[config.mk]
export PLATFORM = sky130hd
export DESIGN_NAME = rdid_reader
export DESIGN_NICKNAME = d
export VERILOG_FILES = /design/src/rtl/rdid_reader.sv
export SDC_FILE = /design/constraint.sdc
export NUM_CORES = 1
export LEC_CHECK = 0
export BUFFER_PORTS_ARGS = -buffer_cell sky130_fd_sc_hd__buf_4
export CAP_MARGIN = 5
export CORE_ASPECT_RATIO = 1.1
export CORE_MARGIN = 1
export CORE_UTILIZATION = 47
export CTS_CLUSTER_DIAMETER = 30
export DETAILED_ROUTE_END_ITERATION = 10
export PLACE_DENSITY_LB_ADDON = 0.15
export REMOVE_ABC_BUFFERS = 1
export SLEW_MARGIN = 0
export SYNTH_ARGS = -nofsm -noshare
export SYNTH_HDL_FRONTEND = slang
export SYNTH_SLANG_ARGS = --single-unit
[constraint.sdc]
create_clock -name clk -period 5.13 [get_ports clk]
set_clock_uncertainty 0.15 [all_clocks]
set_input_delay 0.2565 -clock clk [delete_from_list [all_inputs] [get_ports clk]]
set_output_delay 0.2565 -clock clk [all_outputs]
set_load 0.02 [all_outputs]
[src/rtl/rdid_reader.sv]
`default_nettype none
//============================================================================
// Module   : rdid_reader
// Purpose  : Runs one SPI (mode 0, master) Read-Identification transaction
//            per rising edge of the debounced request. Shifts out the RDID
//            opcode, shifts in the 3-byte JEDEC ID and presents it with a
//            one-cycle valid strobe.
// Ports    : clk               - system clock, rising edge
//            rst               - asynchronous reset, active-low
//            get_rdid_debounce - debounced request level
//            spi_miso          - flash serial data out
//            spi_cs_n          - flash chip select, active-low
//            spi_sclk          - SPI clock, idles low
//            spi_mosi          - flash serial data in
//            id_data[23:0]     - last ID read {manufacturer, type, capacity}
//            id_valid          - one-cycle strobe, id_data new this cycle
//            busy              - high from trigger through the id_valid cycle
// Params   : CLK_DIV (1..255) - clk cycles per SCLK half-period
//            CMD              - opcode shifted out MSB first
// Revision : 1.0 - initial release
//============================================================================
module rdid_reader #(
   parameter int unsigned CLK_DIV = 4,
   parameter logic [7:0]  CMD     = 8'h9F
) (
   input  logic        clk,
   input  logic        rst,
   input  logic        get_rdid_debounce,
   input  logic        spi_miso,
   output logic        spi_cs_n,
   output logic        spi_sclk,
   output logic        spi_mosi,
   output logic [23:0] id_data,
   output logic        id_valid,
   output logic        busy
);

   typedef enum logic [2:0] {
      ST_IDLE  = 3'd0,
      ST_SETUP = 3'd1,
      ST_SHIFT = 3'd2,
      ST_HOLD  = 3'd3,
      ST_DONE  = 3'd4
   } state_t;

   // Divider counts 0..CLK_DIV-1 within each phase; 8 bits covers 255.
   localparam logic [7:0] c_DIV_LAST = 8'(CLK_DIV - 1);
   localparam logic [5:0] c_BIT_LAST = 6'd31;
   localparam logic [5:0] c_CMD_BITS = 6'd8;

   state_t      r_state, w_state_nx;
   logic [7:0]  r_div,   w_div_nx;
   logic [5:0]  r_bit,   w_bit_nx;
   logic [23:0] r_shift, w_shift_nx;
   logic        r_cs_n,  w_cs_n_nx;
   logic        r_sclk,  w_sclk_nx;
   logic        r_mosi,  w_mosi_nx;
   logic [23:0] r_id,    w_id_nx;
   logic        r_valid, w_valid_nx;
   logic        r_busy,  w_busy_nx;
   logic        r_req_d;

   logic        w_trigger;
   logic        w_div_end;
   logic [5:0]  w_bit_inc;
   logic [2:0]  w_cmd_idx;
   logic        w_mosi_next;

   // Previous request level resets to 1, so a request already high when
   // reset releases does not look like a fresh press.
   assign w_trigger = get_rdid_debounce & ~r_req_d;
   assign w_div_end = (r_div == c_DIV_LAST);
   assign w_bit_inc = r_bit + 6'd1;

   // Data for the slot that follows the current one: opcode bits first,
   // then zeros while the ID streams back.
   assign w_cmd_idx   = 3'd7 - w_bit_inc[2:0];
   assign w_mosi_next = (w_bit_inc < c_CMD_BITS) ? CMD[w_cmd_idx] : 1'b0;

   //------------------------------------------------------------------------
   // Next-state and next-output logic
   //------------------------------------------------------------------------
   always_comb begin
      w_state_nx = r_state;
      w_div_nx   = r_div;
      w_bit_nx   = r_bit;
      w_shift_nx = r_shift;
      w_cs_n_nx  = r_cs_n;
      w_sclk_nx  = r_sclk;
      w_mosi_nx  = r_mosi;
      w_id_nx    = r_id;
      w_valid_nx = 1'b0;
      w_busy_nx  = r_busy;

      unique case (r_state)
         ST_IDLE: begin
            w_cs_n_nx = 1'b1;
            w_sclk_nx = 1'b0;
            if (w_trigger) begin
               w_state_nx = ST_SETUP;
               w_busy_nx  = 1'b1;
               w_cs_n_nx  = 1'b0;
               w_mosi_nx  = CMD[7];
               w_div_nx   = 8'd0;
            end
         end

         ST_SETUP: begin
            if (w_div_end) begin
               // First rising SCLK edge; slot 0 carries an opcode bit, so
               // its MISO sample is not kept.
               w_state_nx = ST_SHIFT;
               w_div_nx   = 8'd0;
               w_bit_nx   = 6'd0;
               w_sclk_nx  = 1'b1;
            end else begin
               w_div_nx = r_div + 8'd1;
            end
         end

         ST_SHIFT: begin
            if (w_div_end) begin
               w_div_nx = 8'd0;
               if (r_sclk) begin
                  // Falling edge: slave sees a full half-period of setup.
                  w_sclk_nx = 1'b0;
                  w_mosi_nx = w_mosi_next;
               end else if (r_bit == c_BIT_LAST) begin
                  w_state_nx = ST_HOLD;
               end else begin
                  // Rising edge of the next slot: capture MISO, keeping
                  // only the slots after the opcode.
                  w_sclk_nx = 1'b1;
                  w_bit_nx  = w_bit_inc;
                  if (w_bit_inc >= c_CMD_BITS) begin
                     w_shift_nx = {r_shift[22:0], spi_miso};
                  end
               end
            end else begin
               w_div_nx = r_div + 8'd1;
            end
         end

         ST_HOLD: begin
            if (w_div_end) begin
               w_state_nx = ST_DONE;
               w_div_nx   = 8'd0;
               w_cs_n_nx  = 1'b1;
               w_id_nx    = r_shift;
               w_valid_nx = 1'b1;
            end else begin
               w_div_nx = r_div + 8'd1;
            end
         end

         ST_DONE: begin
            w_state_nx = ST_IDLE;
            w_busy_nx  = 1'b0;
         end

         default: begin
            w_state_nx = ST_IDLE;
            w_cs_n_nx  = 1'b1;
            w_sclk_nx  = 1'b0;
            w_busy_nx  = 1'b0;
         end
      endcase
   end

   //------------------------------------------------------------------------
   // State and output registers
   //------------------------------------------------------------------------
   always_ff @(posedge clk or negedge rst) begin
      if (!rst) begin
         r_state <= ST_IDLE;
         r_div   <= 8'd0;
         r_bit   <= 6'd0;
         r_shift <= 24'd0;
         r_cs_n  <= 1'b1;
         r_sclk  <= 1'b0;
         r_mosi  <= 1'b0;
         r_id    <= 24'd0;
         r_valid <= 1'b0;
         r_busy  <= 1'b0;
         r_req_d <= 1'b1;
      end else begin
         r_state <= w_state_nx;
         r_div   <= w_div_nx;
         r_bit   <= w_bit_nx;
         r_shift <= w_shift_nx;
         r_cs_n  <= w_cs_n_nx;
         r_sclk  <= w_sclk_nx;
         r_mosi  <= w_mosi_nx;
         r_id    <= w_id_nx;
         r_valid <= w_valid_nx;
         r_busy  <= w_busy_nx;
         r_req_d <= get_rdid_debounce;
      end
   end

   assign spi_cs_n = r_cs_n;
   assign spi_sclk = r_sclk;
   assign spi_mosi = r_mosi;
   assign id_data  = r_id;
   assign id_valid = r_valid;
   assign busy     = r_busy;

endmodule
`default_nettype wire

==> Word level (Yosys, flattened, before mapping) <==
Memories as Yosys holds them, arrays and structs flattened.
Cells that the tools add are included.
{ "word_totals": {"regBits": 71, "rom_bits": 8, "in_bits": 4, "output_inout_bits": 29, "word_cells": 86, "mem_count": 1} }
{ "op_classes": {"n_addsub": 3, "n_lt_le_gt_ge": 3, "n_eq_ne": 14, "mux": 31, "bitwise": 7, "reduce_logical": 16} }
{ "memory_table": {"columns": ["memory", "depth", "width", "read_ports", "rd_clocked_by_memory_dff", "write_ports", "line_no", "rtl"], "rows": [
  ["(name not given)", 8, 1, 1, 0, 0, "78", "assign w_mosi_next = (w_bit_inc < c_CMD_BITS) ? CMD[w_cmd_idx] : 1'b0;"]
]} }
{ "ops": {"columns": ["op", "count"], "rows": [
  ["$mux 6", 4],
  ["$mux 3", 6],
  ["$mux 8", 2],
  ["$ne 2x2->1 const B", 8],
  ["$pmux 8 s2", 1],
  ["$mux 1", 12],
  ["$pmux 3 s4", 1],
  ["$pmux 6 s2", 1],
  ["$reduce_and 5->1", 2],
  ["$add 8x1->8 const B", 1],
  ["$eq 8x2->1 const B", 1],
  ["$reduce_and 2->1", 4],
  ["$add 6x1->6 const B", 1],
  ["$eq 3x2->1 const B", 2],
  ["$eq 6x5->1 const B", 1],
  ["$ge 6x4->1 const B", 1],
  ["$lt 6x4->1 const B", 1],
  ["$not 1->1", 6],
  ["$pmux 1 s3", 2],
  ["$reduce_and 6->1", 1],
  ["$reduce_bool 2->1", 3],
  ["$reduce_or 3->1", 2],
  ["$lt 3x4->1 const B", 1],
  ["$pmux 1 s2", 2],
  ["other kinds (8)", 8]
]} }

==> Longest topological paths before layout <==
{ "logic_depth": {"word_depth": 8, "depth_mapped": 6, "mapped_depth_nobuf": 5} }

==> Worst setup path before layout <==
No wires, ideal clock.
{ "synth_timing": {"path_kind": "flip-flop to flip-flop", "start": "reg r_bit[0]", "end": "reg r_shift[10]", "setup_time_ns": 0.125, "arrival_ns": 2.084, "t_required_ns": 4.855, "setup_slack_ns": 2.771, "stages_incl_launch_ff": 7, "n_path_buf": 1, "synth_period_minus_slack_ns": 2.359, "cell_sequence": "dfrtp_1 -> ha_1 -> and4b_1 -> a21o_1 -> a2111oi_4 -> buf_6 -> mux2_2"} }
{ "synth_between": {"elab_chain_cells": 3, "word_cells_on_any_way": 5, "classes_between": "add/sub: 1; order compare: 1; eq/ne: 1; bitwise: 1; reduce/logical: 1"} }
{ "synth_lines": {"columns": ["item", "line_no", "rtl"], "rows": [
  ["start, declared", "53", "logic [5:0] r_bit, w_bit_nx;"],
  ["start signal, assigned", "189", "r_bit <= w_bit_nx;"],
  ["$add 6x1->6 or $eq 6x5->1 (tied branches)", "73, 128", null],
  ["$ge 6x4->1 or $not 1->1 (tied branches)", null, null],
  ["$reduce_and 5->1 (no line) (*)", null, null],
  ["end signal, assigned", "190", "r_shift <= w_shift_nx;"],
  ["end, declared", "54", "logic [23:0] r_shift, w_shift_nx;"]
]} }
Mark *: on every way between the ends. The rest lies on a longest branch, timed or not.
A chain may end at the register's enable or synchronous reset.

==> Final worst setup path <==
{ "layout_timing": {"start": "reg r_div[1]", "end": "reg r_shift[11]"} }
{ "layout_between": {"elab_chain_cells": 2} }
{ "layout_lines": {"columns": ["item", "line_no", "rtl"], "rows": [
  ["start, declared", "52", "logic [7:0] r_div, w_div_nx;"],
  ["start signal, assigned", "188", "r_div <= w_div_nx;"],
  ["$eq 8x2->1", "72", "assign w_div_end = (r_div == c_DIV_LAST);"],
  ["$reduce_and 5->1 (no line)", null, null]
]} }
No other way between the ends.

==> results.ini <==
[status]
status = finished, final reports clean

[grt]
grt_pass1_wl_mm = 9.58
grt_pass1_vias = 2048
gr-usage-all-layers_pct = 18.0
grt_max_degree = 72
antenna_found_initial = 0
grt_overflow = 0

[drt]
vias = 2046
antenna_left = 0
first_pass_iters = 4
via_per_inst = 5.54
first_iter_violations = 122
wirelength_mm = 5.51
drc = 0
detail_route.wl_per_cell_um = 14.9

[setup_path]
cp-start-kind = flop
path_class = reg2reg
worstRegToRegCells = 6
path_depth = 6
max_stage_delay_ps = 410
crit_chain = ha_1 -> nor4b_4 -> nand3_1 -> a2111oi_4 -> buf_4 -> mux2_2
cp.arrival_ps = 2580
cp.buffers_inverters = 1
crit_fanout = 24
slowest_stage = dfrtp_1
required_ps = 5200
crit_family = simple AND/OR/NAND/NOR gates
end_kind = flop

[floorplan]
dieWidth_um = 80.5
die_h_um = 88.3
core_mm2 = 0.00656
initial_utilization_pct = 48.6
ios = 33
rows = 31
die_area_mm2 = 0.00711

[finish]
multi_input_area_mm2 = 0.00132
final_nets = 288
antennaDiodeCount = 0
fin_area_mm2 = 0.00372
drive_gt1_share_pct = 37.3
syn2layout_area_growth_pct = 16.8
fillers = 569
fin_util_pct = 56.8
seqCellArea_mm2 = 0.00178

[clock_tree]
cts_setup_buffers = 0
cts_num_sinks = 71
h-tree-depth = 3
cts_tree = done
cts_root_buf = clkbuf_8
cts_buffers = 9
insertion_delay_ps = 340
clockBufferDepth = 2
clkTransAtPathRegs_ps = 70

[placement]
dp_hpwl_mm = 3.50
pre_cts_slack_ps = 2620
gp_congestion = 0.781
portBuffers = 32
placed_area_mm2 = 0.00347

[sta]
rsz0062_at_grt = no
tns_ps = 0
timing.final.ws_setup_ps = 2620
finalSetupViolCount = 0
max_freq_ghz = 0.398
post-route-period-util_pct = 49.0
hold_violations = 0
fin_crit_ps = 2510
slew_viol_final = 0
tightestPinTransition_ps = 879
slew_headroom_pct = 41.4

[logic_synthesis]
ys_seq_area_share_pct = 55.9
synth_edf_count = 0
synth_warnings = 0
postSynthAreaPerCell_um2 = 12.9
ys.flop_type = dfrtp_1
synthesis.instances = 246
synth_cell_types = 51
async_flop_share_pct = 100
syn-cell-area_mm2 = 0.00319
synth-seq-cells = 71

[pwr]
vdd_drop_max_uv = 181
p_leak_nw = 1.81
p_per_area_mw_per_mm2 = 404
power.total_mw = 1.51

[job]
drv_cap = 0

[worst_hold_path]
holdPathStages = 1
worst_hold_path_type = reg2reg

==> registers in the layout, summed over array words and instances, names as in the netlist <==
register  count
spi_cs_n      1
r_div         8
r_shift      24
id_valid      1
r_req_d       1
spi_mosi      1
id_data      24
busy          1
spi_sclk      1
r_bit         6
r_state       3
==> path summary, 6_finish.rpt <==
| check | startpoint | end | slack (ps) |
|---|---|---|---|
| min | spi_mosi | spi_mosi | 350 |
| min in group asynchronous | rst | r_bit[5] | 420 |
| max | r_div[1] | r_shift[11] | 2620 |
| min reg2reg | spi_mosi | spi_mosi | 350 |
| max reg2reg | r_div[1] | r_shift[11] | 2620 |
| max in group asynchronous | rst | r_shift[22] | 3820 |
==> timing repair <==
item,CTS,global route
hold buffers,3,0
resized for setup,0,0
endpoints found under the hold margin,71,0
==> synth_stat cells, types with 4 or more instances <==
cell / instances / area share, %
dfrtp_1: 69 / 54
mux2i_1: 4 / 1.3
inv_1: 5 / 0.59
nor2_1: 8 / 0.94
buf_6: 4 / 1.4
o21ai_0: 5 / 0.79
a21o_1: 4 / 0.94
mux2_2: 46 / 16
clkbuf_1: 5 / 0.59
a21oi_1: 8 / 1.3
nor3_1: 6 / 0.94
nand3_1: 12 / 1.9
nand2_1: 10 / 1.2
==> worst register-to-register path, delay by kind of cell (launching register included) <==
| family | cells | cell delay (ps) |
|---|---|---|
| AOI/OAI and AO/OA | 1 | 220 |
| adders and majority gates | 1 | 250 |
| buffers and inverters | 1 | 350 |
| DFF | 1 | 410 |
| muxes | 1 | 380 |
| and+or+nand+nor | 2 | 630 |
==> power by group <==
group	switching [mW]	total [mW]	internal (mW)
registers	0.0745	0.683	0.608
clock network	0.204	0.489	0.285
logic	0.188	0.334	0.146
==> cells in the final DEF (no fill, tap or decap), types with 3 or more instances in the layout <==
cell type,instances
a21o_1,4
a21oi_1,8
a22o_1,3
buf_4,34
clkbuf_8,10
clkinv_2,3
dfrtp_1,69
dlygate4sd3_1,3
inv_1,5
mux2_2,46
mux2i_1,4
nand2_1,10
nand3_1,12
nand3b_1,3
nor2_1,8
nor3_1,6
o211ai_1,3
o21ai_0,5
or2_2,3
xor2_1,3
==> cells by family after synthesis <==
| group | share of synthesized area [%] |
|---|---|
| DFF | 55.9 |
| xor gates and xnor gates | 0.825 |
| and+or+nand+nor | 10.8 |
| AOI/OAI and AO/OA | 10.5 |
| adders and majority gates | 0.785 |
| buffers and inverters | 3.06 |
| muxes | 18.2 |
==> per-stage QoR <==
stage | std cells | hold WS (ps)
final | 369 | 348
after global routing | 369 | 376
after CTS | 369 | 358
after detailed placement | 350 | 227
after global placement | 350 | 226
after floorplan | 234 | -189
==> area by class of cell <==
cell class,instances,area share [%]
clock buffers,10,3.70
flip-flops and latches,71,47.8
multi-input cells,158,35.3
repair buffers,37,7.66
inverters,5,0.504
clock inverters,6,2.25
well taps,82,2.76
==> routing by layer <==
| metal | vias to the layer above | part of all wire, % | GRT usage, % |
|---|---|---|---|
| met1 | 1004 | 46 | 23.8 |
| li1 | 979 | - | - |
| met2 | 50 | 47 | 27.3 |
| met4 | 0 | 2.3 | 11.2 |
| met3 | 13 | 4.2 | 3.61 |
| met5 | - | 0 | 0 |
Note: power is estimated with default switching activity, not from simulation.
